### src/rtl/locked_request_mux_if.sv
// rtl/locked_request_mux_if.sv - request and output handshake bundle for locked_request_mux
interface locked_request_mux_if #(
    parameter int NUM_PORTS  = 2,
    parameter int DATA_WIDTH = 32
);
    localparam int PORT_W = (NUM_PORTS > 1) ? $clog2(NUM_PORTS) : 1;

    logic [NUM_PORTS-1:0]            req_valid;
    logic [NUM_PORTS*DATA_WIDTH-1:0] req_data;
    logic [NUM_PORTS-1:0]            req_last;
    logic [NUM_PORTS-1:0]            req_ready;
    logic                            out_valid;
    logic [DATA_WIDTH-1:0]           out_data;
    logic                            out_last;
    logic [PORT_W-1:0]               out_port;
    logic                            out_ready;
    logic                            burst_err;

    modport master (
        output req_valid, req_data, req_last, out_ready,
        input  req_ready, out_valid, out_data, out_last, out_port, burst_err
    );

    modport slave (
        input  req_valid, req_data, req_last, out_ready,
        output req_ready, out_valid, out_data, out_last, out_port, burst_err
    );
endinterface

### src/rtl/locked_request_mux.sv
// rtl/locked_request_mux.sv - fixed-priority burst-locked request mux with one-deep output register
// Optional burst limit with forced release: LOCKED_MUX_MAX_BURST_EN
module locked_request_mux #(
    parameter int NUM_PORTS  = 2,
    parameter int DATA_WIDTH = 32,
    parameter int MAX_BURST  = 16
) (
    input logic clk,
    input logic rst,
    locked_request_mux_if.slave bus
);
    localparam int PORT_W = (NUM_PORTS > 1) ? $clog2(NUM_PORTS) : 1;

    if (NUM_PORTS < 1 || MAX_BURST < 1) begin : g_bad_cfg
        $error("locked_request_mux: NUM_PORTS and MAX_BURST must be >= 1");
    end

    typedef enum logic {IDLE, LOCKED} state_t;

    state_t                state_q, state_d;
    logic [PORT_W-1:0]     lock_port_q, lock_port_d;
    logic [PORT_W-1:0]     sel_port;
    logic [NUM_PORTS-1:0]  ready;
    logic                  slot_free;
    logic                  accept;
    logic                  sel_last;
    logic                  force_release;
    logic                  last_eff;
    logic [DATA_WIDTH-1:0] sel_data;

    logic                  out_valid_q;
    logic [DATA_WIDTH-1:0] out_data_q;
    logic                  out_last_q;
    logic [PORT_W-1:0]     out_port_q;

    // Output register can take a new beat whenever it is empty or draining this cycle.
    assign slot_free = !out_valid_q || bus.out_ready;

    always_comb begin
        ready    = '0;
        sel_port = lock_port_q;
        if (state_q == IDLE) begin
            sel_port = '0;
            for (int i = NUM_PORTS - 1; i >= 0; i--) begin
                if (bus.req_valid[i]) sel_port = PORT_W'(i);
            end
            ready[sel_port] = slot_free && bus.req_valid[sel_port];
        end else begin
            ready[sel_port] = slot_free;
        end
        if (rst) ready = '0;
        accept = bus.req_valid[sel_port] && ready[sel_port];
    end

    assign sel_last = bus.req_last[sel_port];
    assign sel_data = bus.req_data[int'(sel_port)*DATA_WIDTH +: DATA_WIDTH];
    assign last_eff = sel_last || force_release;

    always_comb begin
        state_d     = state_q;
        lock_port_d = lock_port_q;
        if (accept) begin
            state_d     = last_eff ? IDLE : LOCKED;
            lock_port_d = sel_port;
        end
    end

    always_ff @(posedge clk) begin
        if (rst) begin
            state_q     <= IDLE;
            lock_port_q <= '0;
            out_valid_q <= 1'b0;
            out_data_q  <= '0;
            out_last_q  <= 1'b0;
            out_port_q  <= '0;
        end else begin
            state_q     <= state_d;
            lock_port_q <= lock_port_d;
            if (accept) begin
                out_valid_q <= 1'b1;
                out_data_q  <= sel_data;
                out_last_q  <= last_eff;
                out_port_q  <= sel_port;
            end else if (bus.out_ready) begin
                out_valid_q <= 1'b0;
            end
        end
    end

`ifdef LOCKED_MUX_MAX_BURST_EN
    localparam int CNT_W = $clog2(MAX_BURST + 1);

    logic [CNT_W-1:0] beat_cnt_q;
    logic             burst_err_q;

    // The MAX_BURST-th beat of a burst that still has no last flag ends the burst early.
    assign force_release = accept && !sel_last && (beat_cnt_q == CNT_W'(MAX_BURST - 1));

    always_ff @(posedge clk) begin
        if (rst) begin
            beat_cnt_q  <= '0;
            burst_err_q <= 1'b0;
        end else begin
            burst_err_q <= force_release;
            if (accept) beat_cnt_q <= last_eff ? '0 : beat_cnt_q + 1'b1;
        end
    end

    assign bus.burst_err = burst_err_q;
`else
    assign force_release = 1'b0;
    assign bus.burst_err = 1'b0;
`endif

    assign bus.req_ready = ready;
    assign bus.out_valid = out_valid_q;
    assign bus.out_data  = out_data_q;
    assign bus.out_last  = out_last_q;
    assign bus.out_port  = out_port_q;
endmodule
### src/flat_wrapper.sv
// flat-port wrapper written by rule: the top's interface ports become plain ports
module locked_request_mux_flat 
#(
    parameter int NUM_PORTS  = 2,
    parameter int DATA_WIDTH = 32,
    parameter int MAX_BURST  = 16
)
  (clk, rst, bus_req_valid, bus_req_data, bus_req_last, bus_out_ready, bus_req_ready, bus_out_valid, bus_out_data, bus_out_last, bus_out_port, bus_burst_err);
  locked_request_mux_if #(.NUM_PORTS(NUM_PORTS), .DATA_WIDTH(DATA_WIDTH)) bus_i ();
  input logic clk;
  input logic rst;
  input wire logic [$bits(bus_i.req_valid)-1:0] bus_req_valid;
  input wire logic [$bits(bus_i.req_data)-1:0] bus_req_data;
  input wire logic [$bits(bus_i.req_last)-1:0] bus_req_last;
  input wire logic [$bits(bus_i.out_ready)-1:0] bus_out_ready;
  output wire logic [$bits(bus_i.req_ready)-1:0] bus_req_ready;
  output wire logic [$bits(bus_i.out_valid)-1:0] bus_out_valid;
  output wire logic [$bits(bus_i.out_data)-1:0] bus_out_data;
  output wire logic [$bits(bus_i.out_last)-1:0] bus_out_last;
  output wire logic [$bits(bus_i.out_port)-1:0] bus_out_port;
  output wire logic [$bits(bus_i.burst_err)-1:0] bus_burst_err;
  assign bus_i.req_valid = bus_req_valid;
  assign bus_i.req_data = bus_req_data;
  assign bus_i.req_last = bus_req_last;
  assign bus_i.out_ready = bus_out_ready;
  assign bus_req_ready = bus_i.req_ready;
  assign bus_out_valid = bus_i.out_valid;
  assign bus_out_data = bus_i.out_data;
  assign bus_out_last = bus_i.out_last;
  assign bus_out_port = bus_i.out_port;
  assign bus_burst_err = bus_i.burst_err;
  locked_request_mux #(.NUM_PORTS(NUM_PORTS), .DATA_WIDTH(DATA_WIDTH), .MAX_BURST(MAX_BURST)) u_core (.clk(clk), .rst(rst), .bus(bus_i));
endmodule
### config.mk
export PLATFORM = sky130hd
export DESIGN_NAME = locked_request_mux_flat
export DESIGN_NICKNAME = d
export VERILOG_FILES = /design/src/rtl/locked_request_mux_if.sv /design/src/rtl/locked_request_mux.sv /design/src/flat_wrapper.sv
export SDC_FILE = /design/constraint.sdc
export NUM_CORES = 1
export LEC_CHECK = 0
export CAP_MARGIN = 20
export CORE_MARGIN = 2
export CORE_UTILIZATION = 39
export DETAILED_ROUTE_END_ITERATION = 8
export PLACE_DENSITY = 0.85
export SLEW_MARGIN = 20
export SYNTH_ARGS = -nofsm -noshare
export SYNTH_HDL_FRONTEND = slang
export SYNTH_SLANG_ARGS = --single-unit
### constraint.sdc
create_clock -name clk -period 4.74 [get_ports clk]
set_clock_uncertainty 0.2 [all_clocks]
set_input_delay 0.948 -clock clk [delete_from_list [all_inputs] [get_ports clk]]
set_output_delay 0.948 -clock clk [all_outputs]
set_load 0.02 [all_outputs]
# After elaboration in Yosys (flattened, before gate mapping)
# Cells that the tools add are included.
# Widths: inputs -> output; s select.
[classes]
n_bitwise = 2
shifts = 1
n_reduce_logical = 7
mux = 21
magnitude_cmp = 5
[op_table]
columns = ["operator", "n"]
rows = [
  ["$shiftx 64x7->32", 1],
  ["$mux 1", 17],
  ["$lt 1x2->1 const B", 3],
  ["$and 2x2->2", 2],
  ["$logic_and 1x1->1", 4],
  ["$mux 2", 2],
  ["$demux 1 s1", 2],
  ["$ge 1x1->1 const B", 2],
  ["$reduce_bool 2->1", 1],
  ["$logic_not 1->1", 1],
  ["$logic_or 1x1->1", 1],
]
[totals]
register_bits = 36
in_bits = 71

# Longest topological paths before layout
# Gate-level depths: netlist of the first run.
[logic_depth]
word_depth = 14
ltp_mapped = 7
mapped_depth_nobuf = 4

# Least setup slack after synthesis of the first run
# No wires, ideal clock.
[synth_path]
kind = "in2out"
startpoint = "in bus_req_valid[0]"
endpoint = "out bus_req_ready[1]"
required_time_ns = 3.592
arrival_ns = 2.317
stages = 4
n_path_buf = 2
slack_ns = 1.275
path_cell_list = "or3b_2 -> buf_6 -> clkbuf_1 -> a211oi_1"
[synth_via]
elab_chain_len = 9
elab_cells_between_ends = 13
classes_between = "order compare (2); mux (8); bitwise (1); reduce/logical (2)"
[synth_lines]
columns = ["element", "line_no", "rtl"]
rows = [
  ["start, declared", "flat_wrapper.sv:12", "input wire logic [$bits(bus_i.req_valid)-1:0] bus_req_valid;"],
  ["$mux 1", "locked_request_mux.sv:45", "if (bus.req_valid[i]) sel_port = PORT_W'(i);"],
  ["$mux 1", "locked_request_mux.sv:42", "if (state_q == IDLE) begin"],
  ["$lt 1x2->1 (not written as such) / $ge 1x1->1 (equally long branches)", "locked_request_mux.sv:47", "ready[sel_port] = slot_free && bus.req_valid[sel_port];"],
  ["$logic_and 1x1->1", "locked_request_mux.sv:47", ""],
  ["$mux 1 (not written as such)", "locked_request_mux.sv:47", ""],
  ["$demux 1 s1", "--", ""],
  ["$and 2x2->2 (no source line) (*)", "--", ""],
  ["$mux 2 (*)", "locked_request_mux.sv:42", ""],
  ["$mux 2 (*)", "locked_request_mux.sv:51", "if (rst) ready = '0;"],
  ["end, declared", "flat_wrapper.sv:16", "output wire logic [$bits(bus_i.req_ready)-1:0] bus_req_ready;"],
]
# Every way passes the cells marked *; elsewhere a longest branch is shown, timed or not. The select of a mux whose other input is x is not followed.

# Worst setup path in the final report of the first run
[layout_path]
startpoint = "in bus_req_valid[1]"
endpoint = "out bus_req_ready[1]"
[layout_via]
elab_chain_len = 10
elab_cells_between_ends = 14
classes_between = "order compare (2); mux (9); bitwise (1); reduce/logical (2)"
[layout_lines]
columns = ["element", "line_no"]
rows = [
  ["$mux 1 (2 in a row)", "locked_request_mux.sv:45"],
  ["$mux 1", "locked_request_mux.sv:42"],
  ["$lt 1x2->1 (not written as such) / $ge 1x1->1 (equally long branches)", "locked_request_mux.sv:47"],
  ["$logic_and 1x1->1", "locked_request_mux.sv:47"],
  ["$mux 1 (not written as such)", "locked_request_mux.sv:47"],
  ["$demux 1 s1", "--"],
  ["$and 2x2->2 (no source line) (*)", "--"],
  ["$mux 2 (*)", "locked_request_mux.sv:42"],
  ["$mux 2 (*)", "locked_request_mux.sv:51"],
]
# Marked as above.

==> results of run 1 <==
==> layout by cell type, fill, tap and decap left out <==
cell | Yosys | layout
nand2_4 | 1 | 1
a21o_1 | 1 | 1
a2111oi_4 | 1 | 1
a211oi_1 | 3 | 3
clkbuf_8 | 0 | 7
dfxtp_1 | 36 | 36
nor2_1 | 37 | 37
nor2b_1 | 1 | 1
nor3b_1 | 1 | 1
nor3_1 | 1 | 1
a21oi_1 | 1 | 1
a311oi_2 | 8 | 8
a311oi_1 | 24 | 24
buf_2 | 6 | 1
clkdlybuf4s50_1 | 0 | 106
conb_1 | 1 | 1
or3b_2 | 1 | 1
inv_1 | 1 | 1
buf_4 | 4 | 4
nand3_1 | 32 | 32
nand2_1 | 33 | 33
mux2i_1 | 3 | 3
==> flip-flops by register name, indices dropped and copies added (netlist names) <==
signal / flops
u_core.bus.out_data: 32
u_core.bus.out_last: 1
u_core.bus.out_valid: 1
u_core.lock_port_q: 1
u_core.state_q: 1
==> cell usage after synthesis, drive strengths merged <==
cell type	count
nor3b	1
nor2b	1
inv	1
nand2	34
conb	1
mux2i	3
buf	11
nand3	32
clkbuf	12
nor2	37
nor3	1
dfxtp	36
a21oi	1
a311oi	32
a21o	1
a211oi	3
or3b	1
a2111oi	1
==> power groups by stage <==
| stage | clock network [mW] | logic (mW) | registers, mW |
|---|---|---|---|
| 2_1_floorplan | 0 | 0.114 | 0.393 |
| 3_3_place_gp | 0 | 0.279 | 0.357 |
| 3_5_place_dp | 0 | 0.283 | 0.359 |
| 4_1_cts | 0.235 | 0.284 | 0.352 |
| 5_1_grt | 0.249 | 0.304 | 0.356 |
| 6_report | 0.229 | 0.281 | 0.352 |
==> per-stage QoR <==
step | hold slack, ns | utilization (%) | std cells
after floorplan | 0.369 | - | 209
after global placement | 0.284 | 64.1 | 349
after detailed placement | 0.290 | 64.1 | 349
after CTS | 0.299 | 66.4 | 356
after global routing | 0.316 | 66.4 | 356
final | 0.296 | 66.4 | 356
==> logic make-up after synthesis <==
logic type             after synthesis  synth area share (%)
buffers and inverters               24                  6.95
AO/OA/AOI/OAI                       38                  22.7
other                                1                 0.217
multiplexers                         3                  1.74
AND/OR/NAND/NOR                    107                  26.7
flip-flops                          36                  41.7
==> layout make-up <==
cell class              count  share of cell area (%)
multi-input cells         149                    31.0
repair buffers            111                    38.2
clock buffers               7                    3.36
inverters                   1                   0.131
flip-flops and latches     36                    25.1
well taps                  52                    2.27
==> layer usage <==
layer | wire (um) | vias to the layer above | track usage, %
li1 | - | 944 | -
met1 | 2050 | 821 | 22.3
met2 | 2570 | 63 | 37.2
met3 | 348 | 6 | 5.27
met4 | 77 | 0 | 8.18
met5 | 0 | - | 0
==> final timing paths <==
check / from / endpoint / slack [ns] / cells after the start
max: bus_req_valid[1] / bus_req_ready[1] / 0.75 / 4
min: u_core.bus.out_data[1]$_SDFFE_PP0P_ / u_core.bus.out_data[1]$_SDFFE_PP0P_ / 0.30 / 2
max reg2reg: u_core.state_q$_SDFFE_PP0P_ / u_core.bus.out_last$_SDFFE_PP0P_ / 2.48 / 5
min reg2reg: u_core.bus.out_data[1]$_SDFFE_PP0P_ / u_core.bus.out_data[1]$_SDFFE_PP0P_ / 0.30 / 2
==> tightest hold or removal path, delay by kind of cell, from the launching register on <==
| kind | cells | cell delay [ns] |
|---|---|---|
| flops | 1 | 0.31 |
| compound gates | 1 | 0.05 |
| simple gates | 1 | 0.09 |
==> impl_metrics.env, run 1 <==
export IMPL_status="complete, no violations"
export IMPL_rsz0062_at_grt="false"
export IMPL_gr_usage_all_layers_pct=20.3
export IMPL_cts_max_level=2
export IMPL_worstSetupEndpointType="output port"
export IMPL_clkSinkCount=36
export IMPL_min_period_ns=3.99
export IMPL_die_h_um=70.6
export IMPL_path_cells="clkdlybuf4s50_1 > or3b_2 > a211oi_1 > clkdlybuf4s50_1"
export IMPL_clkPwrFrac_pct=26.5
export IMPL_timing_setup_tns_ns=0
export IMPL_routed_via_density=5.15
export IMPL_antenna_cells=0
export IMPL_worst_pin_slew_ns=0.851
export IMPL_io_buffer_count=107
export IMPL_fillCellCount=374
export IMPL_grt_pass1_vias=1835
export IMPL_cts_buffers=5
export IMPL_critPathMaxStageDelay_ns=0.64
export IMPL_path_delay_family="buffers and inverters"
export IMPL_layout_setup_ws_ns=0.754
export IMPL_report_power_total_uw=862
export IMPL_core_area_sq_mm=0.00432
export IMPL_pin_count=109
export IMPL_place_ws_ns=0.766
export IMPL_worst_path_buf_inv=2
export IMPL_worst_path_most_repeated_cell="clkdlybuf4s50_1"
export IMPL_synth_warnings=0
export IMPL_drv_slew=0
export IMPL_ys_types=22
export IMPL_setup_viol=0
export IMPL_mappedNetlistArea_sq_mm=0.00173
export IMPL_ant_nets=0
export IMPL_drc=0
export IMPL_fp_dieW_um=70.6
export IMPL_synth_area_per_cell_sq_um=8.27
export IMPL_clock_latency_ns=0.27
export IMPL_yosys_area_top_type="dfxtp_1"
export IMPL_seq_power_share_pct=40.8
export IMPL_clockBufferDepth=2
export IMPL_grt_max_degree=50
export IMPL_multi_input_area_sq_um=888
export IMPL_netlist_instances=209
export IMPL_drt_pass1_iterations=4
export IMPL_relSlewSlack_pct=43.3
export IMPL_grt_pass1_wl_um=8200
export IMPL_cts_tree="done"
export IMPL_placed_cell_area_sq_mm=0.00277
export IMPL_wl_per_cell_um=14.2
export IMPL_root_buffer="clkbuf_8"
export IMPL_p_leak_nw=1.05
export IMPL_maxCapViolations=0
export IMPL_antenna_found_initial=0
export IMPL_post_cts_resized=0
export IMPL_peakVddDrop_uv=171
export IMPL_routed_wirelength_um=5040
export IMPL_fin_nets=375
export IMPL_gp_congestion=0.794
export IMPL_crit_slowest_cell="clkdlybuf4s50_1"
export IMPL_power_density_mw_per_mm2=300
export IMPL_postCtsSetupRepairBufs=0
export IMPL_start_util_pct=40.0
export IMPL_switching_share_pct=29.4
export IMPL_power_frac_comb_pct=32.6
export IMPL_cts_hold_buf=0
export IMPL_crit_arrival_ns=2.84
export IMPL_die_area_sq_mm=0.00498
export IMPL_synth_nets=280
export IMPL_crit_fanout=4
export IMPL_rows=24
export IMPL_drive_gt1_share_pct=7.57
export IMPL_switchingPower_uw=253
export IMPL_ys_seq_area_share_pct=41.7
export IMPL_design_area_sq_mm=0.00287
export IMPL_max_freq_mhz=251
export IMPL_ys_seq_elements=36
export IMPL_critPathRequiredTime_ns=3.59
export IMPL_clk_pin_slew_worst_paths_ns=0.07
export IMPL_overflow=0
export IMPL_final_seq_area_sq_um=721
export IMPL_startpoint_type="input port"
export IMPL_area_growth_pct=66.0
export IMPL_drtIter0Drc=61
export IMPL_hpwl_um=3440
export IMPL_synth_area_leaders="dfxtp_1 42%, a311oi_1 12%, nand3_1 9.3%"
export IMPL_num_vias=1834
export IMPL_crit_type="input port to output port"
export IMPL_synth_top_area_share_pct=41.7
export IMPL_fin_crit_sh_pct=84.1
export IMPL_hold_class="flip-flop to flip-flop"
export IMPL_hold_viol_final=0
export IMPL_p_int_uw=609
Note: power is estimated with default switching activity, not from simulation.
==> inputs of run 2 (changes only) <==
Settings changed: CORE_UTILIZATION 39 to 36, PLACE_DENSITY 0.85 to 0.79.
Clock period 4.74 ns to 3.83 ns, I/O delays scaled along.
==> impl_metrics.env, run 2 (same netlist as run 1, synthesis figures left out) <==
export IMPL_status="complete, no violations"
export IMPL_hold_viol_final=0
export IMPL_gr_usage_all_layers_pct=18.6
export IMPL_grt_pass1_vias=1773
export IMPL_startpoint_type="input port"
export IMPL_ant_nets=0
export IMPL_critPathRequiredTime_ns=2.86
export IMPL_crit_type="input port to output port"
export IMPL_fp_dieW_um=73.3
export IMPL_largest_register_ffs=32
export IMPL_crit_fanout=4
export IMPL_fin_nets=376
export IMPL_antenna_found_initial=0
export IMPL_drt_pass1_iterations=4
export IMPL_grt_pass1_wl_um=7960
export IMPL_post_cts_resized=0
export IMPL_num_vias=1859
export IMPL_fin_util_pct=61.3
export IMPL_overflow=0
export IMPL_grt_max_degree=43
export IMPL_clk_pin_slew_worst_paths_ns=0.07
export IMPL_core_area_sq_mm=0.00469
export IMPL_min_period_ns=3.64
export IMPL_die_h_um=73.3
export IMPL_drive_gt1_share_pct=7.52
export IMPL_area_growth_pct=66.2
export IMPL_hold_class="flip-flop to flip-flop"
export IMPL_maxCapViolations=0
export IMPL_p_leak_nw=1.05
export IMPL_routed_via_density=5.16
export IMPL_routed_wirelength_um=4910
export IMPL_die_area_sq_mm=0.00537
export IMPL_fin_crit_sh_pct=95.0
export IMPL_clkSinkCount=36
export IMPL_rsz0062_at_grt="false"
export IMPL_drv_slew=0
export IMPL_clock_latency_ns=0.28
export IMPL_peakVddDrop_uv=212
export IMPL_fillCellCount=436
export IMPL_final_common_cell="clkdlybuf4s50_1"
export IMPL_power_density_mw_per_mm2=368
export IMPL_timing_setup_tns_ns=0
export IMPL_cts_max_level=2
export IMPL_wl_per_cell_um=13.7
export IMPL_crit_arrival_ns=2.67
export IMPL_gp_congestion=0.814
export IMPL_drtIter0Drc=95
export IMPL_cts_tree="done"
export IMPL_postCtsSetupRepairBufs=0
export IMPL_rows=25
export IMPL_cts_hold_buf=0
export IMPL_antenna_cells=0
export IMPL_io_buffer_count=107
export IMPL_drc=0
export IMPL_setup_viol=0
export IMPL_layout_common_cells="106 x clkdlybuf4s50_1, 37 x nor2_1, 36 x dfxtp_1"
export IMPL_cts_buffers=5
export IMPL_root_buffer="clkbuf_8"
export IMPL_hpwl_um=3300
export IMPL_pin_count=109
export IMPL_start_util_pct=36.9
export IMPL_max_freq_mhz=275
export IMPL_worstSetupEndpointType="output port"
export IMPL_clockBufferDepth=2
## run 2: changes by cell type in the layout (fill, tap and decap cells not counted), sizes merged
cell,before,now
buf,5,6
clkbuf,7,8
## run 2: power breakdown
| part | internal [mW] | switching, mW | total [mW] |
|---|---|---|---|
| sequential | 0.413 | 0.0209 | 0.434 |
| clock | 0.147 | 0.128 | 0.275 |
| combinational | 0.181 | 0.167 | 0.348 |
## run 2: worst max-delay path, stage by stage
cell and delay, ns:
clkdlybuf4s50_1 0.52, or3b_2 0.47, a211oi_1 0.27, clkdlybuf4s50_1 0.65
## run 2: cell type report
type	instances	area (sq um)	area share, %
repair buffers	112	1100	38.4
inverters	1	3.75	0.131
flip-flops and latches	36	721	25.1
clock buffers	8	90.1	3.13
well taps	54	67.6	2.35
multi-input cells	149	888	30.9
## run 2: final timing paths
| kind | from | to | slack, ns | depth (start not counted) |
|---|---|---|---|---|
| min | u_core.bus.out_data[0]$_SDFFE_PP0P_ | u_core.bus.out_data[0]$_SDFFE_PP0P_ | 0.29 | 2 |
| max reg2reg | u_core.state_q$_SDFFE_PP0P_ | u_core.bus.out_last$_SDFFE_PP0P_ | 1.58 | 5 |
| max | bus_req_valid[1] | bus_req_ready[1] | 0.19 | 4 |
| min reg2reg | u_core.bus.out_data[0]$_SDFFE_PP0P_ | u_core.bus.out_data[0]$_SDFFE_PP0P_ | 0.29 | 2 |
## run 2: routing by layer
layer	track usage (%)	share of wire [%]
met3	5.49	8.0
met1	22.1	42
met4	6.87	1.9
met2	31.6	49
met5	0	0
## run 2: per-stage QoR
stage                     instance area [sq um]  total power [mW]  hold WS (ns)  std cells  setup WS (ns)
final                                      2870              1.06         0.295        360          0.190
after global routing                       2870              1.12         0.323        360         0.0803
after CTS                                  2870              1.07         0.299        360          0.189
after detailed placement                   2780             0.792         0.289        352          0.213
after global placement                     2780             0.788         0.284        352          0.206
after floorplan                            1730             0.628         0.369        209          0.729
